==> src/rtl/spi_flash_cmd_arbiter_pkg.sv <==
// Shared definitions for the SPI flash command arbiter: FSM states, flash opcodes, address framing.
// Latency: n/a (declarations only).
// Backpressure: n/a.
package spi_flash_pkg;

   typedef enum logic [2:0] {
      ST_IDLE     = 3'd0,
      ST_CS_SETUP = 3'd1,
      ST_OPCODE   = 3'd2,
      ST_ADDR     = 3'd3,
      ST_READ     = 3'd4,
      ST_CS_HOLD  = 3'd5,
      ST_DONE     = 3'd6
   } state_t;

   localparam logic [7:0] OP_RDID = 8'h9F;
   localparam logic [7:0] OP_READ = 8'h03;
   localparam logic [7:0] OP_WREN = 8'h06;
   localparam logic [7:0] OP_RDSR = 8'h05;

   localparam int ADDR_BYTES = 3;

   // Address byte n of a 24-bit flash address, MSB byte first.
   function automatic logic [7:0] addr_byte(input logic [23:0] a, input logic [1:0] n);
      case (n)
         2'd0:    addr_byte = a[23:16];
         2'd1:    addr_byte = a[15:8];
         default: addr_byte = a[7:0];
      endcase
   endfunction

endpackage

==> src/rtl/rr_arbiter.sv <==
// Round-robin arbiter: one-hot grant to the first requester at or above the pointer, wrapping.
// Latency: combinational; grant is all-zero whenever upd is low.
// Backpressure: none; ports are req, ptr (highest-priority index), upd (evaluate strobe), gnt.
module rr_arbiter #(
   parameter int NREQ = 2,
   parameter int PW   = 1
) (
   input  logic [NREQ-1:0] req,
   input  logic [PW-1:0]   ptr,
   input  logic            upd,
   output logic [NREQ-1:0] gnt
);

   logic [2*NREQ-1:0] req_dbl;
   logic [2*NREQ-1:0] oh_dbl;
   logic [NREQ-1:0]   rot;
   logic [NREQ-1:0]   oh;
   logic              found;

   // Rotate requests so the pointer lands on bit 0, take the lowest set bit,
   // then rotate the one-hot back into requester order.
   always_comb begin
      req_dbl = {req, req} >> ptr;
      rot     = req_dbl[NREQ-1:0];
      oh      = '0;
      found   = 1'b0;
      for (int i = 0; i < NREQ; i++) begin
         if (rot[i] && !found) begin
            oh[i] = 1'b1;
            found = 1'b1;
         end
      end
      oh_dbl = {oh, oh} << ptr;
      gnt    = upd ? oh_dbl[2*NREQ-1:NREQ] : '0;
   end

endmodule

==> src/rtl/spi_flash_cmd_arbiter.sv <==
// Shares one byte-level SPI engine among NREQ flash clients; frames opcode/addr/read bytes under CS.
// Latency: gnt 1 cycle after req; first spi_start 3 cycles after req; done 2 cycles after last spi_done.
// Backpressure: each byte waits for spi_done before the next spi_start; req is held off until done.
// Ports: req/opcode/addr_en/addr/rd_len per requester in; gnt, rdata/rdata_valid/rdata_last, done out;
//        spi_cs_n/spi_start/spi_tx to the engine, spi_done/spi_rx back from it.
module spi_flash_cmd_arbiter
   import spi_flash_pkg::*;
#(
   parameter int NREQ  = 2,
   parameter int LEN_W = 4
) (
   input  logic                  clk,
   input  logic                  reset,
   input  logic [NREQ-1:0]       req,
   input  logic [8*NREQ-1:0]     opcode,
   input  logic [NREQ-1:0]       addr_en,
   input  logic [24*NREQ-1:0]    addr,
   input  logic [LEN_W*NREQ-1:0] rd_len,
   output logic [NREQ-1:0]       gnt,
   output logic [7:0]            rdata,
   output logic                  rdata_valid,
   output logic                  rdata_last,
   output logic                  done,
   output logic                  spi_cs_n,
   output logic                  spi_start,
   output logic [7:0]            spi_tx,
   input  logic                  spi_done,
   input  logic [7:0]            spi_rx
);

   localparam int PW = (NREQ > 2) ? 2 : 1;

   state_t           state;
   logic [PW-1:0]    ptr;
   logic [PW-1:0]    cur_idx;
   logic [7:0]       cmd_op;
   logic             cmd_ae;
   logic [23:0]      cmd_addr;
   logic [LEN_W-1:0] remain;
   logic [1:0]       ab_cnt;
   // Set once a byte has been launched; spi_done is only honoured while set.
   logic             wait_done;

   logic [NREQ-1:0]  arb_gnt;
   logic [PW-1:0]    sel;
   logic [7:0]       sel_op;
   logic             sel_ae;
   logic [23:0]      sel_addr;
   logic [LEN_W-1:0] sel_len;

   rr_arbiter #(
      .NREQ (NREQ),
      .PW   (PW)
   ) u_arb (
      .req  (req),
      .ptr  (ptr),
      .upd  (state == ST_IDLE),
      .gnt  (arb_gnt)
   );

   // Pick out the winning requester's command fields for latching.
   always_comb begin
      sel      = '0;
      sel_op   = '0;
      sel_ae   = 1'b0;
      sel_addr = '0;
      sel_len  = '0;
      for (int i = 0; i < NREQ; i++) begin
         if (arb_gnt[i]) begin
            sel      = PW'(i);
            sel_op   = opcode[8*i +: 8];
            sel_ae   = addr_en[i];
            sel_addr = addr[24*i +: 24];
            sel_len  = rd_len[LEN_W*i +: LEN_W];
         end
      end
   end

   always_ff @(posedge clk or negedge reset) begin
      if (!reset) begin
         state       <= ST_IDLE;
         ptr         <= '0;
         cur_idx     <= '0;
         cmd_op      <= '0;
         cmd_ae      <= 1'b0;
         cmd_addr    <= '0;
         remain      <= '0;
         ab_cnt      <= '0;
         wait_done   <= 1'b0;
         gnt         <= '0;
         rdata       <= 8'h00;
         rdata_valid <= 1'b0;
         rdata_last  <= 1'b0;
         done        <= 1'b0;
         spi_cs_n    <= 1'b1;
         spi_start   <= 1'b0;
         spi_tx      <= 8'h00;
      end else begin
         spi_start   <= 1'b0;
         rdata_valid <= 1'b0;
         rdata_last  <= 1'b0;
         done        <= 1'b0;

         case (state)
            ST_IDLE: begin
               wait_done <= 1'b0;
               if (|arb_gnt) begin
                  gnt      <= arb_gnt;
                  cur_idx  <= sel;
                  cmd_op   <= sel_op;
                  cmd_ae   <= sel_ae;
                  cmd_addr <= sel_addr;
                  remain   <= sel_len;
                  state    <= ST_CS_SETUP;
               end
            end

            ST_CS_SETUP: begin
               spi_cs_n <= 1'b0;
               state    <= ST_OPCODE;
            end

            ST_OPCODE: begin
               if (!wait_done) begin
                  spi_start <= 1'b1;
                  spi_tx    <= cmd_op;
                  wait_done <= 1'b1;
               end else if (spi_done) begin
                  // Next byte launches on the same edge that retires this one.
                  if (cmd_ae) begin
                     spi_start <= 1'b1;
                     spi_tx    <= addr_byte(cmd_addr, 2'd0);
                     ab_cnt    <= 2'd0;
                     state     <= ST_ADDR;
                  end else if (remain != '0) begin
                     spi_start <= 1'b1;
                     spi_tx    <= 8'h00;
                     state     <= ST_READ;
                  end else begin
                     wait_done <= 1'b0;
                     state     <= ST_CS_HOLD;
                  end
               end
            end

            ST_ADDR: begin
               if (spi_done) begin
                  if (ab_cnt == 2'(ADDR_BYTES - 1)) begin
                     if (remain != '0) begin
                        spi_start <= 1'b1;
                        spi_tx    <= 8'h00;
                        state     <= ST_READ;
                     end else begin
                        wait_done <= 1'b0;
                        state     <= ST_CS_HOLD;
                     end
                  end else begin
                     ab_cnt    <= ab_cnt + 2'd1;
                     spi_start <= 1'b1;
                     spi_tx    <= addr_byte(cmd_addr, ab_cnt + 2'd1);
                  end
               end
            end

            ST_READ: begin
               if (spi_done) begin
                  rdata       <= spi_rx;
                  rdata_valid <= 1'b1;
                  remain      <= remain - LEN_W'(1);
                  if (remain == LEN_W'(1)) begin
                     rdata_last <= 1'b1;
                     wait_done  <= 1'b0;
                     state      <= ST_CS_HOLD;
                  end else begin
                     spi_start <= 1'b1;
                     spi_tx    <= 8'h00;
                  end
               end
            end

            ST_CS_HOLD: begin
               done  <= 1'b1;
               state <= ST_DONE;
            end

            ST_DONE: begin
               spi_cs_n <= 1'b1;
               gnt      <= '0;
               ptr      <= PW'((int'(cur_idx) + 1) % NREQ);
               state    <= ST_IDLE;
            end

            default: begin
               spi_cs_n <= 1'b1;
               gnt      <= '0;
               state    <= ST_IDLE;
            end
         endcase
      end
   end

endmodule

==> config.mk <==
export PLATFORM = sky130hd
export DESIGN_NAME = spi_flash_cmd_arbiter
export DESIGN_NICKNAME = d
export VERILOG_FILES = /design/src/rtl/spi_flash_cmd_arbiter_pkg.sv /design/src/rtl/rr_arbiter.sv /design/src/rtl/spi_flash_cmd_arbiter.sv
export SDC_FILE = /design/constraint.sdc
export NUM_CORES = 1
export LEC_CHECK = 0
export ABC_AREA = 1
export CELL_PAD_IN_SITES_DETAIL_PLACEMENT = 1
export CELL_PAD_IN_SITES_GLOBAL_PLACEMENT = 2
export CORE_ASPECT_RATIO = 1.75
export CORE_UTILIZATION = 28
export DETAILED_ROUTE_END_ITERATION = 10
export HOLD_SLACK_MARGIN = 0.08
export MAX_ROUTING_LAYER = met4
export PLACE_DENSITY = 0.93
export SYNTH_ARGS = -nofsm -noshare
export SYNTH_HDL_FRONTEND = slang
export SYNTH_SLANG_ARGS = --single-unit
==> constraint.sdc <==
create_clock -name clk -period 4.7 [get_ports clk]
set_input_delay 0.94 -clock clk [delete_from_list [all_inputs] [get_ports clk]]
set_output_delay 0.94 -clock clk [all_outputs]
set_load 0.05 [all_outputs]
==> metrics.md <==
| Metric | Value |
|---|---|
| Critical path cell sequence | `clkdlybuf4s50_1, nand2_1, nand2_1, nor2_4, nor2_2, nand2_2, nand2_1, o21ai_1` |
| Max-Cap Viols | `0` |
| CTS Buf Count | `9` |
| Post-CTS Resized | `0` |
| P&R area growth vs syn | `36.98%` |
| Synth Warn # | `0` |
| Crit path buf inv count | `1` |
| Hold Path End | `rdata[3]` |
| CP arrival | `3200 ps` |
| Initial antenna violation count | `0` |
| # diodes | `0` |
| Cell Rows | `57` |
| ANT nets after route | `0` |
| FF+latch count, synth | `68` |
| Worst skew pair latency | `330 ps` |
| Fmax | `0.3349 GHz` |
| Startpoint Class | `primary input` |
| Setup WS pre-CTS | `1312 ps` |
| TritonRoute pass-1 iters | `4` |
| CTS root buffer | `clkbuf_16` |
| RSZ-0062 raised after global routing | `no` |
| Crit path time final | `about 3000 ps` |
| Final hold vios | `0` |
| Syn_nets | `658` |
| Via count of the first global-routing pass | `4350` |
| Hold crit path type | `flop to flop` |
| Pwr dens | `671.8 nW/um^2` |
| Reg2Reg Depth | `8` |
| Non-Filler Instances | `846` |
| Critical Path Max Stage Delay | `roughly 900 ps` |
| TritonCTS sink count | `68` |
| Min-delay src | `rdata[3]` |
| Outcome | `finished clean` |
| WP data required | `4910 ps` |
| CTS tree | `yes` |
| Worst rel slew slack | `0.2466` |
| FILL cells | `1761` |
| Crit path kind | `primary input to flop` |
| RR Endpoint | `remain[3]` |
| Crit-path slowest cell | `nor2_2` |
| Initial DRC Count | `between 100 and 150` |
| Final core utilization | `0.3926` |
| DRC Markers | `0` |
| WL final | `12.82 mm` |
| Initial core utilization | `0.2866` |
| Die width | `between 90 and 100 um` |
| First-pass GRT wire length | `about 21 mm` |
| IO buf count | `109` |
| RR Startpoint | `state[0]` |
| Yosys top cell area share | `0.4228` |
| Max IR drop VDD | `207.1 uV` |
| Cells after synthesis | `565` |
| Synth Cell Area | `3965 um^2` |
| Setup_tns | `0 ps` |
| Longest Clk Path Bufs | `2` |
| GP Congestion | `0.8130` |
| Async set-reset flop share out of synthesis | `1.000` |
| Primary FF master, synth | `dfrtp_1` |
| Post-synth EDFFs | `0` |
| H-tree levels | `3` |
| Avg Cell Area, Syn | `7.018 um^2` |
| Sequential share of the synthesized area | `0.4295` |
| Fin. max-slew vios | `0` |
| Drt via density | `around 4.7` |
| Final Skew | `5.770 ps` |
| Setup Buffers After CTS | `0` |
| Top delay family on crit path | `simple AND/OR/NAND/NOR gates` |
| Top post-synthesis cells by area | `dfrtp_1 (42%), nand2_1 (25%), nand3_1 (8.2%)` |
| Dpl cells | `830` |
| Crit share post-route | `0.6353` |
| Critical path fanouts, max | `40` |
| Hpwl dp | `10.14 mm` |
| Final total power | `3.649 mW` |
| Die Ht | `159.4 um` |
| Register-to-register setup slack | `2090 ps` |
| # IOs | `110` |
| Avg WL per Cell | `15.15 um` |
| Most common cell after layout, fill and taps aside | `nand2_1` |
| Static leakage | `2.630 nW` |
| Vias after detailed routing | `3965` |
| Clock Pin Slew Worst Setup and Hold Paths | `60 ps` |
| Largest net degree at the start of global routing | `41` |
| GRT Util Overall | `0.1900` |
| Commonest non-fill, non-tap cells in the layout | `nand2_1 (259), clkdlybuf4s50_1 (108), dfrtp_1 (67), nand3_1 (65), nor2_1 (61)` |
| Final setup fails | `0` |
| Most frequent CP cell | `nand2_1` |
| GRT overflow | `0` |
| Die Area | `14660 um^2` |
| Core box area | `13840 um^2` |
| Worst Slack Setup Final | `roughly 1700 ps` |
| Synth area leader | `dfrtp_1` |
| Slew of the pin with the lowest slew margin | `1129 ps` |
| Hold buffers post-CTS | `0` |
| Cell variety after synth | `31` |
| Layout Nets | `around 760` |
| WHS Path Cells | `2` |
| Share of post-route cells with drive strength above 1 | `0.06278` |
| Nature of the critical path endpoint | `flop` |
-- final cells by class --
type,count,area (um^2),share of cell area
Inverter,38,145.1,0.02672
Sequential cell,68,1703,0.3135
Tap cell,177,221.5,0.04077
Timing Repair Buffer,110,1094,0.2013
Multi-Input combinational cell,437,1964,0.3617
Clock inverter,4,47.55,0.008754
Clock buffer,12,256.5,0.04722
-- layer usage --
metal / part of all wire / GRT usage / wire, um / vias up
met5: 0 / - / 0 / -
met4: 0.038 / 0.09375 / 486 / 0
met1: 0.39 / 0.2042 / 5041 / 1901
met3: 0.027 / 0.01815 / 346 / 27
li1: - / - / - / 1955
met2: 0.54 / 0.3419 / 6945 / 82
-- worst max-delay path by stage --
stage / from / end / slack (ps) / cells past startpoint
after detailed placement: req[1] / remain[3] / 1310 / 9
after global routing: req[1] / remain[3] / 1390 / 9
after floorplan: spi_done / spi_tx[0] / 2960 / 7
after global placement: req[1] / remain[1] / 1480 / 8
final: req[1] / remain[0] / 1710 / 8
after CTS: req[1] / remain[3] / 1650 / 9
-- worst min-delay path: cells and delay by family, from the launching register on --
family,cells,cell delay [ps]
flip-flops,1,340
AND/OR/NAND/NOR,2,100
-- Yosys cell counts (6+ instances only) --
cell     instances
inv_1           32
nor2_1          61
nand2_1        259
dfrtp_1         67
ha_1             6
nand3_1         65
buf_4            7
o21ai_0          7
-- sequential cells by signal, summed over array words and instances (netlist names) --
| signal | flops |
|---|---|
| rdata_valid | 1 |
| state | 3 |
| cmd_ae | 1 |
| cmd_op | 8 |
| spi_start | 1 |
| cur_idx | 1 |
| spi_cs_n | 1 |
| wait_done | 1 |
| gnt | 2 |
| spi_tx | 8 |
| done | 1 |
| remain | 4 |
| rdata | 8 |
| ab_cnt | 2 |
| rdata_last | 1 |
| ptr | 1 |
| cmd_addr | 24 |
-- cells by family (layout without fill, tap and decap cells) --
group / count (synthesis) / in the layout / synth area share
flops: 68 / 68 / 0.4295
simple gates: 409 / 409 / 0.4434
buf+inv: 60 / 164 / 0.07510
compound gates: 21 / 21 / 0.03093
fa+ha+maj: 6 / 6 / 0.01893
xor+xnor: 1 / 1 / 0.002209
-- through the flow --
stage	area, um^2	hold WS [ps]
2_1_floorplan	3965	444.0
3_3_place_gp	5127	454.9
3_5_place_dp	5127	466.4
4_1_cts	5431	481.2
5_1_grt	5431	511.5
6_report	5431	477.8
-- where the power goes --
part	switching, mW	internal (mW)
registers	0.239	0.857
logic	1.24	0.626
clock network	0.252	0.438
total	1.73	1.92
Note: power is estimated with default switching activity, not from simulation.
